### config.mk
export PLATFORM = sky130hd
export DESIGN_NAME = ro_pair_comparator
export DESIGN_NICKNAME = d
export VERILOG_FILES = /design/src/rtl/ro_pair_comparator.sv
export SDC_FILE = /design/constraint.sdc
export NUM_CORES = 1
export LEC_CHECK = 0
export BUFFER_PORTS_ARGS = -buffer_cell sky130_fd_sc_hd__buf_2
export CORE_AREA = 2 2 111 134
export CTS_BUF_LIST = sky130_fd_sc_hd__clkbuf_16
export CTS_CLUSTER_DIAMETER = 120
export CTS_CLUSTER_SIZE = 28
export DETAILED_ROUTE_END_ITERATION = 12
export DIE_AREA = 0 0 113 136
export PLACE_DENSITY = 0.84
export SYNTH_ARGS = -nofsm -noshare
export SYNTH_HDL_FRONTEND = slang
export SYNTH_SLANG_ARGS = --single-unit
### constraint.sdc
create_clock -name CLK -period 2.4 [get_ports CLK]
set_clock_uncertainty 0.1 [all_clocks]
set_input_delay 0.24 -clock CLK [delete_from_list [all_inputs] [get_ports CLK]]
set_output_delay 0.24 -clock CLK [all_outputs]
set_load 0.05 [all_outputs]
### src/rtl/ro_pair_comparator.sv
// Ring-oscillator pair comparator: runs two selected ROs for a settle period and
// a counting window, counts synchronised rising edges, and reports which RO is faster.
//
// state  | meaning
// -------+-------------------------------------------------------------
// IDLE   | waiting for START; outputs hold the last report
// SETTLE | selected ROs enabled, counters frozen
// COUNT  | selected ROs enabled, synchronised rising edges counted
// DRAIN  | ROs disabled, counters frozen while the synchronisers empty
// REPORT | one-cycle DONE; RESP/ERR are valid
module ro_pair_comparator #(
  parameter int N_RO       = 16,
  parameter int CNT_W      = 16,
  parameter int WIN_W      = 16,
  parameter int SETTLE_CYC = 8,
  parameter int IDX_W      = $clog2(N_RO)
) (
  input  logic             CLK,
  input  logic             RST_N,
  input  logic             START,
  input  logic             ABORT,
  input  logic [IDX_W-1:0] CHAL_A,
  input  logic [IDX_W-1:0] CHAL_B,
  input  logic [WIN_W-1:0] WINDOW,
  input  logic [N_RO-1:0]  RO_IN,
  output logic [N_RO-1:0]  RO_EN,
  output logic             BUSY,
  output logic             DONE,
  output logic             RESP,
  output logic [CNT_W-1:0] CNT_A,
  output logic [CNT_W-1:0] CNT_B,
  output logic             ERR
);

  localparam int ST_W  = $clog2(SETTLE_CYC + 1);
  localparam int TMR_W = (WIN_W > ST_W) ? WIN_W : ST_W;
  localparam logic [IDX_W:0] N_RO_LIM = (IDX_W + 1)'(N_RO);

  typedef enum logic [2:0] {
    IDLE,
    SETTLE,
    COUNT,
    DRAIN,
    REPORT
  } state_t;

  state_t           state_q, state_d;
  logic [TMR_W-1:0] tmr_q, tmr_d;
  logic [IDX_W-1:0] chal_a_q, chal_b_q, chal_a_d, chal_b_d;
  logic [WIN_W-1:0] win_q;
  logic             req_valid, accept, cnt_en, drain_to_report;
  logic [N_RO-1:0]  sync1_q, sync2_q, sync3_q, rise;
  logic [N_RO-1:0]  sel_mask, ro_en_q;
  logic             rise_a, rise_b;
  logic [CNT_W-1:0] cnt_a_q, cnt_b_q;
  logic             ovf_a_q, ovf_b_q;
  logic             resp_q, err_q;

  assign req_valid = (CHAL_A != CHAL_B) &&
                     ({1'b0, CHAL_A} < N_RO_LIM) &&
                     ({1'b0, CHAL_B} < N_RO_LIM) &&
                     (WINDOW != '0);

  always_ff @(posedge CLK or negedge RST_N) begin
    if (!RST_N) begin
      state_q <= IDLE;
      tmr_q   <= '0;
    end else begin
      state_q <= state_d;
      tmr_q   <= tmr_d;
    end
  end

  // Single down-counter times all three phases; it is reloaded on each transition.
  always_comb begin
    state_d = state_q;
    tmr_d   = tmr_q;
    accept  = 1'b0;
    case (state_q)
      IDLE: begin
        if (START && !ABORT) begin
          accept = 1'b1;
          if (req_valid) begin
            state_d = SETTLE;
            tmr_d   = TMR_W'(SETTLE_CYC - 1);
          end else begin
            state_d = REPORT;
          end
        end
      end
      SETTLE: begin
        if (ABORT) begin
          state_d = IDLE;
        end else if (tmr_q == '0) begin
          state_d = COUNT;
          tmr_d   = TMR_W'(win_q) - TMR_W'(1);
        end else begin
          tmr_d = tmr_q - TMR_W'(1);
        end
      end
      COUNT: begin
        if (ABORT) begin
          state_d = IDLE;
        end else if (tmr_q == '0) begin
          state_d = DRAIN;
          tmr_d   = TMR_W'(1);
        end else begin
          tmr_d = tmr_q - TMR_W'(1);
        end
      end
      DRAIN: begin
        if (ABORT) begin
          state_d = IDLE;
        end else if (tmr_q == '0) begin
          state_d = REPORT;
        end else begin
          tmr_d = tmr_q - TMR_W'(1);
        end
      end
      REPORT: begin
        state_d = IDLE;
      end
      default: begin
        state_d = IDLE;
      end
    endcase
  end

  assign chal_a_d = accept ? CHAL_A : chal_a_q;
  assign chal_b_d = accept ? CHAL_B : chal_b_q;

  always_ff @(posedge CLK or negedge RST_N) begin
    if (!RST_N) begin
      chal_a_q <= '0;
      chal_b_q <= '0;
      win_q    <= '0;
    end else if (accept) begin
      chal_a_q <= CHAL_A;
      chal_b_q <= CHAL_B;
      win_q    <= WINDOW;
    end
  end

  // RO_EN is registered from the next state so the analog enables never see decode glitches.
  assign sel_mask = (N_RO'(1) << chal_a_d) | (N_RO'(1) << chal_b_d);

  always_ff @(posedge CLK or negedge RST_N) begin
    if (!RST_N) begin
      ro_en_q <= '0;
    end else if (state_d == SETTLE || state_d == COUNT) begin
      ro_en_q <= sel_mask;
    end else begin
      ro_en_q <= '0;
    end
  end

  always_ff @(posedge CLK or negedge RST_N) begin
    if (!RST_N) begin
      sync1_q <= '0;
      sync2_q <= '0;
      sync3_q <= '0;
    end else begin
      sync1_q <= RO_IN;
      sync2_q <= sync1_q;
      sync3_q <= sync2_q;
    end
  end

  assign rise   = sync2_q & ~sync3_q;
  assign rise_a = rise[chal_a_q];
  assign rise_b = rise[chal_b_q];

  // An aborting cycle does not count, so the aborted counts stay as they were.
  assign cnt_en = (state_q == COUNT) && !ABORT;

  always_ff @(posedge CLK or negedge RST_N) begin
    if (!RST_N) begin
      cnt_a_q <= '0;
      cnt_b_q <= '0;
      ovf_a_q <= 1'b0;
      ovf_b_q <= 1'b0;
    end else if (accept) begin
      cnt_a_q <= '0;
      cnt_b_q <= '0;
      ovf_a_q <= 1'b0;
      ovf_b_q <= 1'b0;
    end else if (cnt_en) begin
      if (rise_a) begin
        if (&cnt_a_q) ovf_a_q <= 1'b1;
        else          cnt_a_q <= cnt_a_q + CNT_W'(1);
      end
      if (rise_b) begin
        if (&cnt_b_q) ovf_b_q <= 1'b1;
        else          cnt_b_q <= cnt_b_q + CNT_W'(1);
      end
    end
  end

  assign drain_to_report = (state_q == DRAIN) && (state_d == REPORT);

  // RESP is left alone at acceptance so an aborted run still shows the previous answer.
  always_ff @(posedge CLK or negedge RST_N) begin
    if (!RST_N) begin
      resp_q <= 1'b0;
      err_q  <= 1'b0;
    end else if (accept) begin
      err_q <= ~req_valid;
      if (!req_valid) resp_q <= 1'b0;
    end else if (drain_to_report) begin
      resp_q <= (cnt_a_q > cnt_b_q);
      err_q  <= ovf_a_q | ovf_b_q;
    end
  end

  assign RO_EN = ro_en_q;
  assign BUSY  = (state_q != IDLE);
  assign DONE  = (state_q == REPORT);
  assign RESP  = resp_q;
  assign CNT_A = cnt_a_q;
  assign CNT_B = cnt_b_q;
  assign ERR   = err_q;

endmodule

==> flow_summary.yaml <==
outcome:
  status: "finished, violations left"
  violations: "design-rule violations, negative setup slack"
logic_synthesis:
  synth-seq-cells: 143
  synth_top_flop_cell: "dfrtp_1"
  netlist-cell-type-count: 61
  yosys_warnings: 0
  synthesis.nets: 844
  synth_area_um2: 7340
  synth_edf_count: 0
  yosysSeqAreaShare: 0.488
  syn_area_per_cell_um2: 9.42
  async_flop_share: 1.00
  postSynthCellCount: 779
setup_path:
  crit_cells: 5
  cp_max_fo: 5
  crit_slowest_cell: "or4_4"
  r2r_slack_ns: -0.09
  critPathLaunch: "tmr_q[12]$_DFFE_PN0P_"
  reg2reg_depth: 5
  regToRegStartpoint: "tmr_q[12]$_DFFE_PN0P_"
  required_ns: 2.67
  cp_top_family: "simple AND/OR/NAND/NOR gates"
  path_cells: "or4_4 > or4_4 > or3_4 > o31ai_2 > a221o_1"
  r2r-end: "tmr_q[13]$_DFFE_PN0P_"
  cpPeakStageDelay_ns: 0.56
  critical_path_class: "register to register"
  cpMostUsedCell: "or4_4"
  cp-start-kind: "register"
  critPathBufInv: 0
  end_kind: "register"
  worstPathArrival_ns: 2.76
  cp-endpoint: "tmr_q[13]$_DFFE_PN0P_"
pwr:
  p_leak_nw: 4.63
  p_per_area_nw_per_um2: 674
  p_total_mw: 6.75
  vdd_ir_drop_max_mv: 0.523
sta:
  fmax_mhz: 401
  tightest_slew_ns: 0.748
  finalSetupViolCount: 28
  finalHoldViolations: 0
  slew_headroom: 0.496
  fin_setup_tns_ns: -1.18
  rsz0062_at_grt: "yes"
  slew_violations: 0
  fin_crit_ns: 2.49
  setup_ws_ns: -0.0930
  fin_crit_sh: 1.04
cells_and_area:
  instances_no_fill: 1186
  drive_above_1_share: 0.283
  final_cell_area_um2: 10000
  antenna_cells: 0
  finalNetCount: 1063
  fin_util: 0.707
  final_common_cell: "dfrtp_1"
  syn2layout_area_growth_pct: 36.6
  layout_common_cells: "dfrtp_1, nand2_1, buf_2"
drt:
  viasPerCell: 5.99
  wl_um: 20900
  drtAntennaViolNets: 0
  wl_per_cell_um: 17.7
  drt_first_pass_iters: 12
  vias: 7110
  drt_iter0_markers: 623
  drc: 5
global_routing:
  grt_max_degree: 47
  antenna_found_initial: 0
  grt_pass1_vias: 6742
  grt_use_total: 0.262
  grt_pass1_wl_um: 32200
  grt_overflow_total: 0
clock_network:
  numCtsBuffers: 17
  worstSkewPairLatency_ns: 0.43
  cts.clk_slew.worst_paths_ns: 0.07
  cts_tree: "built"
  clock_path_buffers: 2
  clock_sinks: 143
  htree_levels: 4
  ctsRootBufferMaster: "clkbuf_16"
floorplanning:
  io_pins: 96
  die_h_um: 136
  rows: 48
  die-width_um: 113
  dieArea_um2: 15400
  core_area_um2: 14200
  initial_core_util: 0.518
place:
  hpwl_um: 13700
  placed_cell_area_um2: 8680
  dp_cells: 1107
  port_buffers: 95
  globalplace.congestion: 0.932
job:
  max_cap_viol_count: 0
worst_hold_path:
  hp-class: "primary input to register"
[sequential cells by signal (all words and copies together) (netlist names)]
register	flops
ERR	1
CNT_B	16
chal_b_q	4
RO_EN	16
ovf_a_q	1
sync2_q	16
state_q	3
chal_a_q	4
ovf_b_q	1
tmr_q	16
sync1_q	16
CNT_A	16
win_q	16
RESP	1
sync3_q	16
[layout make-up]
cell class	instances	area [um^2]
clock buffer	17	425
clock inverter	15	173
fill	996	4150
inverter	27	101
multi-input combinational	574	3770
sequential	143	3580
tap	175	219
timing repair buffer	235	1740
[worst reg2reg max path, cell delays in order (launching register included)]
cell and delay (ns):
dfrtp_1 0.37, or4_4 0.55, or4_4 0.56, or3_4 0.45, o31ai_2 0.23, a221o_1 0.17
[how the worst min path moves through the flow]
stage / start / end / cells after the start / slack, ns
floorplan: RST_N / CNT_A[0]$_DFFE_PN0P_ / 0 / -0.16
global placement: RST_N / win_q[8]$_DFFE_PN0P_ / 1 / 0.11
detailed placement: RST_N / win_q[8]$_DFFE_PN0P_ / 1 / 0.11
CTS: CHAL_B[3] / chal_b_q[3]$_DFF_PN0_ / 3 / 0.005
global route: CHAL_B[0] / chal_b_q[0]$_DFF_PN0_ / 3 / 0.04
finish: CHAL_B[0] / chal_b_q[0]$_DFF_PN0_ / 3 / 0.02
[power breakdown]
group / switching, mW / internal [mW]
Clock: 1.11 / 1.56
Combinational: 0.786 / 0.570
Sequential: 0.153 / 2.57
Total: 2.05 / 4.70
[cell families (layout without fill, tap and decap cells)]
kind of cell / Yosys count / after routing / synth area share
compound gates: 165 / 165 / 0.142
xor+xnor: 18 / 18 / 0.0215
fa+ha+maj: 21 / 21 / 0.0358
buf+inv: 62 / 294 / 0.0329
flops: 143 / 143 / 0.488
mux: 7 / 7 / 0.0181
simple gates: 363 / 363 / 0.261
[synthesized netlist by cell type, types with 3 or more instances]
master / instances / area [um^2]
mux4_2: 5 / 113
nor4b_1: 5 / 43.8
buf_1: 5 / 18.8
xor2_1: 5 / 43.8
a22oi_1: 17 / 128
and4_1: 5 / 43.8
ha_1: 21 / 263
o21a_1: 3 / 22.5
nor2_1: 46 / 173
dfrtp_1: 143 / 3580
nor3b_1: 5 / 37.5
nand2_1: 114 / 428
nand3b_1: 11 / 82.6
o21ai_0: 42 / 210
buf_2: 4 / 20.0
nor2b_1: 14 / 87.6
a21oi_1: 46 / 230
inv_1: 27 / 101
a2111oi_0: 3 / 26.3
xnor2_1: 13 / 114
nand3_1: 37 / 185
or4_1: 20 / 150
clkbuf_1: 25 / 93.8
o31ai_1: 17 / 128
nor4_1: 8 / 50.1
nand2b_1: 4 / 25.0
nand4_1: 18 / 113
and3b_1: 3 / 26.3
or3_1: 27 / 169
nor3_1: 18 / 90.1
o211ai_1: 9 / 67.6
and3_1: 16 / 100
[through the flow]
step / setup slack, ns / hold WS (ns)
floorplan: -0.0108 / -0.156
global placement: -0.0688 / 0.109
global route: -0.144 / 0.0357
detailed placement: -0.0991 / 0.112
finish: -0.0930 / 0.0216
CTS: -0.0624 / 0.00488
[layer usage]
layer / share of wire / track usage / vias up
met5: 0 / 0 / -
met4: 0.032 / 0.128 / 0
met3: 0.062 / 0.0504 / 64
met2: 0.51 / 0.443 / 342
met1: 0.39 / 0.323 / 3417
li1: - / - / 3287
[repair_timing]
| item | in CTS | in global routing |
|---|---|---|
| endpoints found under the setup margin | 38 | 44 |
| hold buffers | 40 | 0 |
| buffers inserted | 5 | 1 |
| gates cloned | 0 | 1 |
| endpoints found under the hold margin | 82 | 0 |
| pin swaps | 14 | 22 |
| resized for setup | 15 | 55 |
No activity file was read; power rests on OpenSTA's default activity.
